===== config.mk =====
export PLATFORM = sky130hd
export DESIGN_NAME = seq_mode_alu
export DESIGN_NICKNAME = d
export VERILOG_FILES = /design/src/rtl/seq_mode_alu.sv
export SDC_FILE = /design/constraint.sdc
export NUM_CORES = 1
export LEC_CHECK = 0
export CAP_MARGIN = 10
export CORE_AREA = 2 2 127 129
export CTS_BUF_LIST = sky130_fd_sc_hd__clkbuf_8 sky130_fd_sc_hd__clkbuf_16
export DETAILED_ROUTE_END_ITERATION = 8
export DIE_AREA = 0 0 129 131
export GPL_ROUTABILITY_DRIVEN = 0
export PLACE_DENSITY = 0.85
export SYNTH_ARGS = -nofsm -noshare
export SYNTH_HDL_FRONTEND = slang
export SYNTH_SLANG_ARGS = --single-unit
export TNS_END_PERCENT = 20

===== constraint.sdc =====
create_clock -name clk -period 9.5 [get_ports clk]
set_input_delay 1.9 -clock clk [delete_from_list [all_inputs] [get_ports clk]]
set_output_delay 1.9 -clock clk [all_outputs]
set_load 0.02 [all_outputs]

===== src/rtl/seq_mode_alu.sv =====
// -----------------------------------------------------------------------------
// seq_mode_alu
//
// Multi-cycle, handshaked mode-select ALU. One request is taken on the
// valid/ready input channel, and one result is returned on the valid/ready
// output channel. Only one transaction is in flight at a time.
//
// Modes (in_mode):
//   2'b00 : ((a + b) << 1)              1 cycle
//   2'b10 : (a << 4) | (b >> 2)         1 cycle
//   2'b11 : ~(a ^ b) + 1                1 cycle
//   2'b01 : (a - b) / DIVISOR           WIDTH + 1 cycles (restoring divider)
//
// Ports:
//   clk        rising-edge clock
//   rst        asynchronous, active-high reset
//   in_valid   request valid
//   in_ready   request ready (high only while idle and out of reset)
//   in_mode    operation select
//   in_a/in_b  operands
//   out_valid  result valid (held until out_ready)
//   out_ready  consumer ready
//   out_data   result (keeps its last value after the handshake)
// -----------------------------------------------------------------------------
module seq_mode_alu #(
    parameter int          WIDTH   = 32,
    parameter int unsigned DIVISOR = 3
) (
    input  logic             clk,
    input  logic             rst,
    input  logic             in_valid,
    output logic             in_ready,
    input  logic [1:0]       in_mode,
    input  logic [WIDTH-1:0] in_a,
    input  logic [WIDTH-1:0] in_b,
    output logic             out_valid,
    input  logic             out_ready,
    output logic [WIDTH-1:0] out_data
);

    localparam int CW = (WIDTH > 1) ? $clog2(WIDTH) : 1;
    localparam logic [WIDTH:0] DIVISOR_C = (WIDTH + 1)'(DIVISOR);
    localparam logic [CW-1:0]  CNT_INIT  = CW'(WIDTH - 1);

    typedef enum logic [1:0] {
        IDLE = 2'b00,
        DIV  = 2'b01,
        DONE = 2'b10
    } state_e;

    state_e           state_q, state_d;
    logic [WIDTH-1:0] dividend_q, dividend_d;  // dividend shifts out MSB-first; quotient bits shift in at LSB
    logic [WIDTH:0]   rem_q, rem_d;
    logic [CW-1:0]    cnt_q, cnt_d;
    logic             out_valid_q, out_valid_d;
    logic [WIDTH-1:0] out_data_q, out_data_d;

    logic             accept_s;
    logic [WIDTH:0]   rem_shift_s;
    logic             q_bit_s;
    logic [WIDTH-1:0] quot_next_s;

    // Request is only taken in IDLE; in_ready is held low while rst is asserted.
    assign in_ready  = (state_q == IDLE) && !rst;
    assign accept_s  = in_valid && in_ready;
    assign out_valid = out_valid_q;
    assign out_data  = out_data_q;

    // One restoring-division step: bring in the next dividend bit, then trial-subtract.
    // The remainder never exceeds DIVISOR-1 after a step, so the WIDTH+1-bit
    // truncation of {rem, bit} loses nothing.
    always_comb begin
        rem_shift_s = (WIDTH + 1)'({rem_q, dividend_q[WIDTH-1]});
        q_bit_s     = (rem_shift_s >= DIVISOR_C);
        quot_next_s = {dividend_q[WIDTH-2:0], q_bit_s};
    end

    // Next-state, datapath and output register inputs.
    always_comb begin
        state_d     = state_q;
        dividend_d  = dividend_q;
        rem_d       = rem_q;
        cnt_d       = cnt_q;
        out_valid_d = out_valid_q;
        out_data_d  = out_data_q;

        case (state_q)
            IDLE: begin
                if (accept_s) begin
                    case (in_mode)
                        2'b00: begin
                            out_data_d  = (in_a + in_b) << 1;
                            out_valid_d = 1'b1;
                            state_d     = DONE;
                        end
                        2'b10: begin
                            out_data_d  = (in_a << 4) | (in_b >> 2);
                            out_valid_d = 1'b1;
                            state_d     = DONE;
                        end
                        2'b11: begin
                            out_data_d  = ~(in_a ^ in_b) + {{(WIDTH-1){1'b0}}, 1'b1};
                            out_valid_d = 1'b1;
                            state_d     = DONE;
                        end
                        2'b01: begin
                            dividend_d = in_a - in_b;
                            rem_d      = '0;
                            cnt_d      = CNT_INIT;
                            state_d    = DIV;
                        end
                        default: begin
                            state_d = IDLE;
                        end
                    endcase
                end else begin
                    state_d = IDLE;
                end
            end
            DIV: begin
                if (q_bit_s) begin
                    rem_d = rem_shift_s - DIVISOR_C;
                end else begin
                    rem_d = rem_shift_s;
                end
                dividend_d = quot_next_s;
                if (cnt_q == {CW{1'b0}}) begin
                    out_data_d  = quot_next_s;
                    out_valid_d = 1'b1;
                    state_d     = DONE;
                end else begin
                    cnt_d = cnt_q - {{(CW-1){1'b0}}, 1'b1};
                end
            end
            DONE: begin
                if (out_ready) begin
                    out_valid_d = 1'b0;
                    state_d     = IDLE;
                end else begin
                    out_valid_d = 1'b1;
                end
            end
            default: begin
                state_d     = IDLE;
                out_valid_d = 1'b0;
            end
        endcase
    end

    // State and datapath registers; reset aborts any operation in progress.
    always_ff @(posedge clk or posedge rst) begin
        if (rst) begin
            state_q     <= IDLE;
            dividend_q  <= '0;
            rem_q       <= '0;
            cnt_q       <= '0;
            out_valid_q <= 1'b0;
            out_data_q  <= '0;
        end else begin
            state_q     <= state_d;
            dividend_q  <= dividend_d;
            rem_q       <= rem_d;
            cnt_q       <= cnt_d;
            out_valid_q <= out_valid_d;
            out_data_q  <= out_data_d;
        end
    end

endmodule


* Word-level counts from Yosys, hierarchy flattened *
Index checks and enable logic that the tools add are counted.

word-level totals
  bits in registers = 104
  input port bits = 70
  output and inout bits = 34
  word-level logic and storage cells = 65

cells by class
  add/subtract/negate cells = 5
  $lt $le $gt $ge = 1
  eq/ne operators = 12
  muxes and demuxes = 25
  bitwise operators = 3
  reductions and logical operators = 13

operators by type and width
  operator               count
  $mux 32                7
  $pmux 32 s2            3
  $pmux 32 s3            1
  $ge 33x2->1 const B    1
  $add 32x1->32 const B  1
  $not 32->32            1
  $or 32x30->32          1
  $sub 32x2->32 const B  1
  $sub 32x32->32         1
  $xor 32x32->32         1
  $add 31x31->31         1
  $mux 5                 3
  $ne 2x2->1 const B     5
  $pmux 5 s2             1
  $reduce_and 4->1       2
  $eq 2x2->1 const B     3
  $mux 2                 3
  $pmux 2 s3             1
  $reduce_and 3->1       2
  $logic_not 5->1        1
  $sub 5x1->5 const B    1
  $eq 2x1->1 const B     2
  $logic_not 2->1        2
  $mux 1                 4
  other kinds (9)        10

* Longest topological paths before layout *
Gate-level depths: netlist (run 1).

  depth in word-level cells = 6
  gate-level depth with buffers = 15
  mapped depth without buffers = 13

* Worst setup path before layout (run 1) *
Ideal clock, no wire load.

  path type = input-to-reg
  start point = input in_b[3]
  end point = register out_data_q[23] (netlist: out_data[23])
  data arrival time = 4.504 ns
  data required time = 9.363 ns
  path slack = 4.859 ns
  stages on the path = 14
  buffers on the path = 2
  path through = inv_1 > ha_1 > buf_2 > nand4_1 > or4_1 > clkbuf_1 > nor2_1 > nand4_1 > nor3_2 > nand2_1 > nor3_1 > xnor2_1 > a2111oi_0 > nor3_1

on the way
  cells in the longest elaborated chain, start to end = 6
  elaborated cells on any way between the ends = 7

RTL lines
  what                    line  text
  start: declaration      35    input logic [WIDTH-1:0] in_b,
  $xor 32x32->32          102   out_data_d = ~(in_a ^ in_b) + {{(WIDTH-1){1'b0}}, 1'b1};
  $not 32->32             102
  $add 32x1->32           102
  $pmux 32 s3 (*)         90    case (in_mode)
  $mux 32 (*)             89    if (accept_s) begin
  $pmux 32 s2 (*)         87    case (state_q)
  end signal: assignment  165   out_data_q <= out_data_d;
  end: declaration        56    logic [WIDTH-1:0] out_data_q, out_data_d;

Mark *: on every way between the ends. The rest lies on a longest branch, timed or not. The select of a mux whose other input is x is not followed.
A chain may end at the register's enable or synchronous reset.

* Worst setup path after layout (run 1) *
  start point = input in_b[2]
  end point = register out_data_q[31] (netlist: out_data[31])

Same word-level chain as after synthesis.

==> impl_metrics.ini, run 1 <==
[critical_path]
crit_slowest_cell = a211oi_1
worst-path-max-fanout = 11
worstSetupEndpoint = out_data[31]
worst_path_largest_cell_delay_ns = 0.60
data_required_time_of_the_critical_path_ns = 9.74
end_kind = flop
cpMostUsedCell = a211oi_1
ff2ff_setup_slack_ns = 6.26
timing.rr.end = rem_q[15]
worst_r2r_startpoint = rem_q[1]
crit_path_cell_trace = clkdlybuf4s50_1, inv_1, ha_1, o21ba_2, o221ai_1, a21oi_1, a211oi_1, a211oi_1, o211ai_1, o41ai_1, xnor2_1, nor2_1, o221a_2
worst-r2r-cell-count = 9
setup.worst_path.class = primary input to flop
arrival_ns = 5.67
critical_path.startpoint = in_b[2]
cp-start-kind = primary input

[synthesis]
synth.area.top_cells = dfrtp_1 28%, ha_1 8.7%, xnor2_1 7.7%
synth_warnings = 0
post-synth-top-count-cell = o21ai_0
post_synth_and_or_nand_nor_area_fraction_pct = 20.6
async_flop_share_pct = 100
yosys.area_share.xor_xnor_pct = 10.3
ys_seq_area_share_pct = 28.4
muxShareOfSynthArea_pct = 0.218
synth-adder-area-share_pct = 9.17
synth.avg_cell_area_sq_um = 7.81
yosys.area.top_type_share_pct = 28.4
synth_area_sq_um = 9170
number_of_enable_flip_flop_cells_after_synthesis = 0
commonest_cells_in_the_netlist = 117 x o21ai_0, 115 x nand2_1, 104 x dfrtp_1
synth_top_family_by_area = compound AO/OA/AOI/OAI gates
postSynth.topFlopCell = dfrtp_1
syn_inst = 1174
yosys.area.top_type = dfrtp_1
synth.ff_latch_count = 104
postSynthNetCount = 1310
netlist-cell-type-count = 74
synth_compound_area_share_pct = 25.3

[placement]
buffer_ports.inserted = 103
post-dp-hpwl_microns = 19500

[global_routing]
grt_remaining_overflow = 0
wire_length_of_the_first_global_routing_pass_microns = 42500
total_global_route_track_usage_pct = 31.3
first_global_vias = 8302
grt_start_max_net_pins = 70
antenna_found_initial = 0

[clock_network]
worstSkewPairLatency_ns = 0.35
cts.repair.resized = 0
cts-htree-levels = 3
cts-root-to-sink-buffers = 2
clock-sinks = 104
root_buffer = clkbuf_16
cts.repair_timing.setup_buffer_count = 0
cts.hold.buffers_added = 0
cts_tree = yes
cts-buffers-inserted = 9
clkSlewWorstSetupHoldPaths_ns = 0.07

[timing]
rsz0062_at_grt = false
worst-slew-pin-transition_ns = 0.895
finalSetupViolations = 0
finalCriticalPeriod_ns = 5.43
fin_crit_sh_pct = 57.2
timing.max_slew.rel_slack_pct = 38.8
final_layout_setup_total_negative_slack_ns = 0
timing.final.hold_violations = 0
clock-skew-final_ns = 0.00944
slew_viol_final = 0
peak_freq_mhz = 184

[layout]
fillers = 1242
drive_above_1_share_pct = 4.06
post-route-util_pct = 67.9
sequential_cell_area_sq_um = 2600
ant_cells = 0
multi_input_comb_area_sq_um = 6040
syn2layout_area_growth_pct = 15.4
fin_nets = 1363

[drt]
drt_first_pass_iters = 6
routedWlPerCell_microns = 18.3
routed_wl_microns = 26500
route.vias.total = 9237
drc = 0
detail-route-antenna-nets = 0
drt_first_iter_violations = 1110
vias_per_cell = 6.38

[worst_hold_path]
min_path_type = flop to flop

[floorplan]
dieWidth_microns = 129
floorplan.core_area_sq_um = 15600
die_area_sq_um = 16900
chipHeight_microns = 131
start_util_pct = 58.8
num_io_pins = 104
floorplan.rows = 46

[power]
vdd_ir_drop_max_mv = 0.117
pwr_density_cell_nw_per_um2 = 222
leakage_nw = 4.38

[outcome]
status = complete, no violations

[run]
cap_violations = 0
stage by stage:
step	setup WS [ns]	hold slack [ns]	total power, W	cells	instance area, sq um
after global placement	3.89	0.469	0.00191	1431	10300
final	4.07	0.496	0.00235	1447	10600
after detailed placement	3.80	0.484	0.00195	1431	10300
after CTS	4.16	0.499	0.00232	1446	10600
after floorplan	4.86	0.451	0.00155	1174	9170
after global routing	3.72	0.534	0.00250	1447	10600
layout by cell type (no fill, tap or decap), types with 28 or more instances in the layout:
master	netlist	layout
nor3_1	42	42
inv_1	68	69
ha_1	64	64
nand2_1	115	115
nand3_1	28	28
clkdlybuf4s50_1	0	102
a21oi_1	81	80
dfrtp_1	104	104
nor2_1	91	89
xnor2_1	81	81
o21ai_0	117	116
where the power goes:
group	switching [W]	total, W	leakage [nW]	internal, W
clock network	0.000159	0.000367	0.147	0.000208
logic	0.000680	0.00119	2.95	0.000506
registers	0.000172	0.000797	1.29	0.000626
logic make-up (layout without fill, tap and decap cells):
family | after synthesis | in the layout
buffers and inverters | 142 | 199
muxes | 2 | 2
xor gates and xnor gates | 108 | 108
and+or+nand+nor | 383 | 383
AOI/OAI and AO/OA | 369 | 369
adders and majority gates | 66 | 66
DFF | 104 | 104
sequential cells by signal, summed over array words and instances (netlist names):
| signal | count |
|---|---|
| dividend_q | 32 |
| state_q | 2 |
| out_data | 32 |
| out_valid | 1 |
| rem_q | 32 |
| cnt_q | 5 |
worst min-delay path by stage:
stage,startpoint,endpoint,depth (start not counted)
2_1_floorplan,rem_q[31],rem_q[31],2
3_3_place_gp,rem_q[31],rem_q[31],2
3_5_place_dp,out_data[8],out_data[8],2
4_1_cts,out_data[8],out_data[8],2
5_1_grt,dividend_q[29],dividend_q[29],2
6_report,rem_q[31],rem_q[31],2
routing by layer:
metal | GRT usage, % | up-vias | share of wire, %
li1 | - | 4295 | -
met1 | 45.5 | 4393 | 43
met2 | 49.4 | 494 | 46
met3 | 3.18 | 55 | 8.2
met4 | 9.85 | 0 | 2.4
met5 | 0 | - | 0
layout make-up:
class / instances / share of cell area, %
repair buffers: 112 / 10.5
clock buffers: 10 / 2.26
well taps: 216 / 2.55
clock inverters: 5 / 0.473
inverters: 72 / 2.58
multi-input cells: 928 / 57.0
flip-flops and latches: 104 / 24.6
worst max-delay path, delay by kind of cell:
family	cells	cell delay, ns
XOR/XNOR	1	0.17
AO/OA/AOI/OAI	8	2.53
adder cells (fa/ha/maj)	1	0.46
AND/OR/NAND/NOR	1	0.06
buffers and inverters	2	0.54
(Power assumes the default switching activity.)
==> run 2, diff against run 1 <==
Settings changed: CORE_AREA 2 2 127 129 to 2 2 135 137, DIE_AREA 0 0 129 131 to 0 0 137 139, PLACE_DENSITY 0.85 to 0.8.
Clock period 9.5 ns to 4.35 ns, I/O delays scaled along.
==> run 2 against run 1 <==
Clock power grew 100%. Combinational power grew 120%. First-iteration DRC count shrank 15%. Flip-flop and latch count is the same. Final area grew 4.3%. Sequential share of layout area shrank 1.0 points. Clock skew grew 0.0030 ns. Utilization shrank 5.3 points. Global-route usage shrank 2.5 points. Die area grew 13%. Critical endpoint unchanged. Critical path depth grew 2.
==> impl_metrics.ini, run 2 (synthesis gave the netlist of run 1 again) <==
[placement]
buffer_ports.inserted = 103
detailed_place.area_sq_um = 10800
dpl_worst_slack_ns = -0.199
post-dp-hpwl_microns = 21300

[timing]
fin_crit_sh_pct = 95.4
worst-slew-pin-transition_ns = 1.06
finalSetupViolations = 0
timing.max_slew.rel_slack_pct = 29.2
finalCriticalPeriod_ns = 4.15
holdWs_ns = 0.507
setup_ws_ns = 0.201
slew_viol_final = 0
peak_freq_mhz = 241
final_layout_setup_total_negative_slack_ns = 0
clock-skew-final_ns = 0.0124
timing.final.hold_violations = 0
rsz0062_at_grt = false

[clock_network]
clkSlewWorstSetupHoldPaths_ns = 0.07
cts-htree-levels = 3
clock-sinks = 104
worstSkewPairLatency_ns = 0.35
cts-root-to-sink-buffers = 2
root_buffer = clkbuf_16
cts-buffers-inserted = 9
cts_tree = yes

[layout]
mostFrequentLayoutCells = 116 x o21ai_0, 115 x nand2_1, 104 x dfrtp_1, 102 x clkdlybuf4s50_1, 89 x nor2_1
drive_above_1_share_pct = 8.66
layout_commonest_cell = o21ai_0
layout.cell_area.non_filler_sq_um = 11000
ant_cells = 0
post-route-util_pct = 62.6
fin_nets = 1425
syn2layout_area_growth_pct = 20.4

[power]
swShare_pct = 43.3
pwr-share-clk_pct = 14.5
vdd_ir_drop_max_mv = 0.298
internal_power_w = 0.00292
sequential_share_of_power_pct = 33.9
p_comb_share_pct = 51.5
netSwitchingPower_w = 0.00223
leakage_nw = 4.68
pwr_density_cell_nw_per_um2 = 467

[critical_path]
end_kind = flop
worst-path-max-fanout = 4
setup.worst_path.class = primary input to flop
data_required_time_of_the_critical_path_ns = 4.59
cp-start-kind = primary input
arrival_ns = 4.39
worst-r2r-cell-count = 10

[drt]
routed_wl_microns = 27900
route.vias.total = 9375
drc = 0
routedWlPerCell_microns = 18.3
drt_first_pass_iters = 5
detail-route-antenna-nets = 0
vias_per_cell = 6.16
drt_first_iter_violations = 948

[global_routing]
gr-usage-met3_pct = 3.98
total_global_route_track_usage_pct = 28.8
gr-usage-met1_pct = 42.2
first_global_vias = 8614
wire_length_of_the_first_global_routing_pass_microns = 44100
groute.layer.met2.usage_pct = 44.2
grt_start_max_net_pins = 68
globalRoute.busiestLayer = met2
antenna_found_initial = 0
grt_remaining_overflow = 0

[floorplan]
floorplan.core_area_sq_um = 17700
num_io_pins = 104
floorplan.rows = 49
chipHeight_microns = 139
dieWidth_microns = 137
die_area_sq_um = 19000
start_util_pct = 52.0

[outcome]
status = complete, no violations

[run]
cap_violations = 0

[worst_hold_path]
hold-path-cell-count = 2
min_path_type = flop to flop
==> run 2: cell count changes in the layout (fill, tap and decap cells not counted), sizes merged <==
cell      before  now
buf           10   72
clkinv         4    6
bufinv         1    0
clkinvlp       1    0
==> run 2: repair_timing <==
action,4_1_cts,5_1_grt
hold buffers,0,0
resized for setup,0,1
endpoints found under the setup margin,0,1
setup buffers,0,0
==> run 2: final cells by class <==
type / count / area, sq um
clock inverter: 5 / 26.3
inverter: 72 / 273
fill: 1575 / 6610
multi-input combinational: 928 / 6040
clock buffer: 10 / 239
sequential: 104 / 2600
timing repair buffer: 174 / 1580
tap: 229 / 287
==> run 2: routing by layer <==
layer,vias to the layer above,routed length (microns)
met5,-,0
met4,0,544
li1,4414,-
met3,48,2510
met2,453,12700
met1,4460,12200
==> run 2: critical path, cell delays in order <==
cell	delay [ns]
clkdlybuf4s50_1	0.43
ha_1	0.22
inv_1	0.07
fa_1	0.19
o21ba_2	0.17
o221ai_1	0.13
a21oi_1	0.23
a211oi_1	0.11
buf_4	0.16
a211oi_1	0.55
o211ai_1	0.31
o41ai_1	0.47
xnor2_1	0.19
nor2_1	0.06
o221a_2	0.24
==> run 2: stage by stage <==
step / std cells / total power, W
4_1_cts: 1521 / 0.00510
3_3_place_gp: 1506 / 0.00426
5_1_grt: 1522 / 0.00548
3_5_place_dp: 1506 / 0.00435
2_1_floorplan: 1174 / 0.00339
6_report: 1522 / 0.00516
==> run 2: path summary, 6_finish.rpt <==
kind | to | startpoint | slack, ns
setup / recovery | out_data[31] | in_a[0] | 0.20
hold / removal | out_data[19] | out_data[19] | 0.51
setup reg to reg | rem_q[27] | rem_q[1] | 1.07
hold reg to reg | out_data[19] | out_data[19] | 0.51
max in group asynchronous | dividend_q[15] | rst | 2.55
min in group asynchronous | dividend_q[29] | rst | 0.99
==> run 2: power by group through the flow <==
stage                     clock network, W  registers, W  logic, W
after floorplan                          0       0.00181   0.00157
after global placement                   0       0.00174   0.00253
after detailed placement                 0       0.00175   0.00260
after CTS                         0.000753       0.00174   0.00261
after global routing              0.000784       0.00179   0.00291
final                             0.000749       0.00175   0.00266
==> run 3, diff against run 2 <==
Settings changed: CORE_AREA 2 2 135 137 to 2 2 127 129, DIE_AREA 0 0 137 139 to 0 0 129 131, HOLD_SLACK_MARGIN from default to 0.03, PLACE_DENSITY 0.8 to 0.85.
Clock period 4.35 ns to 4.8 ns, I/O delays scaled along.
==> run 3 against run 2 <==
Power shrank 10%. Critical path depth is the same. Register-to-register slack gained 0.32 ns. Largest cell class unchanged. Highest routed layer unchanged. Flip-flop and latch count is the same. Clock skew shrank 0.0069 ns. Count of clock-buffer cells in the layout shrank 1.
==> impl_metrics.ini, run 3 (synthesis gave the netlist of run 1 again) <==
[outcome]
status = complete, no violations

[timing]
finalCriticalPeriod_ns = 4.36
fin_crit_sh_pct = 90.9
worst-slew-pin-transition_ns = 1.22
clock-skew-final_ns = 0.00549
timing.final.hold_violations = 0
peak_freq_mhz = 229
slew_viol_final = 0
final_layout_setup_total_negative_slack_ns = 0
rsz0062_at_grt = false
finalSetupViolations = 0
timing.max_slew.rel_slack_pct = 18.3

[critical_path]
cp-start-kind = primary input
worst_r2r_startpoint = rem_q[1]
ff2ff_setup_slack_ns = 1.39
worst-path-max-fanout = 11
end_kind = flop
timing.rr.end = rem_q[11]
data_required_time_of_the_critical_path_ns = 5.04
worst-r2r-cell-count = 9
setup.worst_path.class = primary input to flop
arrival_ns = 4.61
critical_path.startpoint = in_b[2]

[drt]
route.vias.total = 9402
drt_first_pass_iters = 7
vias_per_cell = 6.42
routed_wl_microns = 27200
drt_first_iter_violations = 1159
drc = 0
detail-route-antenna-nets = 0
routedWlPerCell_microns = 18.6

[layout]
syn2layout_area_growth_pct = 16.4
layoutNonFillerInstCount = 1464
fin_nets = 1379
mostFrequentLayoutCells = 116 x o21ai_0, 115 x nand2_1, 104 x dfrtp_1, 102 x clkdlybuf4s50_1, 89 x nor2_1
ant_cells = 0
drive_above_1_share_pct = 5.53
layout_commonest_cell = o21ai_0
post-route-util_pct = 68.5
layout.cell_area.non_filler_sq_um = 10700

[worst_hold_path]
hold_start = rem_q[31]
min_path_type = flop to flop
holdPathEnd = rem_q[31]
hold-path-cell-count = 2

[floorplan]
dieWidth_microns = 129
die_area_sq_um = 16900
start_util_pct = 58.8
chipHeight_microns = 131
num_io_pins = 104
floorplan.rows = 46
floorplan.core_area_sq_um = 15600

[clock_network]
cts-htree-levels = 3
cts.repair_timing.setup_buffer_count = 0
root_buffer = clkbuf_16
clock-sinks = 104
clkSlewWorstSetupHoldPaths_ns = 0.07
cts.hold.buffers_added = 0
cts_tree = yes
worstSkewPairLatency_ns = 0.35
cts-root-to-sink-buffers = 2
cts.repair.resized = 0
cts-buffers-inserted = 9

[power]
leakage_nw = 4.44
vdd_ir_drop_max_mv = 0.236
pwr_density_cell_nw_per_um2 = 435
p_total_w = 0.00464

[global_routing]
wire_length_of_the_first_global_routing_pass_microns = 43500
antenna_found_initial = 0
first_global_vias = 8462
grt_start_max_net_pins = 68
total_global_route_track_usage_pct = 32.1
grt_remaining_overflow = 0

[placement]
placed_cells = 1448
buffer_ports.inserted = 103
post-dp-hpwl_microns = 20300
detailed_place.area_sq_um = 10400

[run]
cap_violations = 0
## run 3: changes by cell type in the layout (fill, tap and decap cells not counted), sizes merged
cell	delta
buf	-46
clkbuf	-1
clkinvlp	+2
## run 3: worst max-delay path, cell delays in order
cell and delay [ns]:
clkdlybuf4s50_1 0.48, inv_1 0.06, ha_1 0.47, o21ba_2 0.19
o221ai_1 0.12, a21oi_1 0.38, a211oi_1 0.15, buf_4 0.17
a211oi_1 0.25, buf_4 0.19, o211ai_1 0.15, o41ai_1 0.51
xnor2_1 0.21, nor2_1 0.07, o221a_2 0.24
## run 3: through the flow
| stage | worst slack [ns] | hold slack [ns] |
|---|---|---|
| floorplan | 1.10 | 0.451 |
| global placement | 0.325 | 0.467 |
| detailed placement | 0.199 | 0.483 |
| CTS | 0.548 | 0.496 |
| global route | 0.248 | 0.524 |
| finish | 0.437 | 0.490 |
## run 3: routing by layer
metal	vias to the layer above	track usage (%)	part of all wire, %
li1	4327	-	-
met2	565	50.8	45
met5	-	0	0
met4	0	11.3	3.1
met1	4421	45.5	42
met3	89	4.07	9.5
## run 3: worst max-delay path by stage
| stage | to | slack, ns | depth (start not counted) |
|---|---|---|---|
| 3_5_place_dp | out_data[30] | 0.20 | 12 |
| 4_1_cts | out_data[30] | 0.55 | 12 |
| 5_1_grt | out_data[23] | 0.25 | 13 |
| 2_1_floorplan | out_data[23] | 1.10 | 14 |
| 6_report | out_data[31] | 0.44 | 15 |
| 3_3_place_gp | out_data[26] | 0.33 | 12 |
## run 3: area by class of cell
type / count / area (sq um)
inverters: 72 / 273
clock buffers: 9 / 225
repair buffers: 128 / 1210
multi-input cells: 928 / 6040
clock inverters: 7 / 55.1
well taps: 216 / 270
flip-flops and latches: 104 / 2600
fillers: 1272 / 4920
## run 3: where the power goes
group	switching [W]	internal (W)	leakage [nW]
combinational	0.00137	0.000997	3.02
clock	0.000345	0.000357	0.132
sequential	0.000335	0.00124	1.29
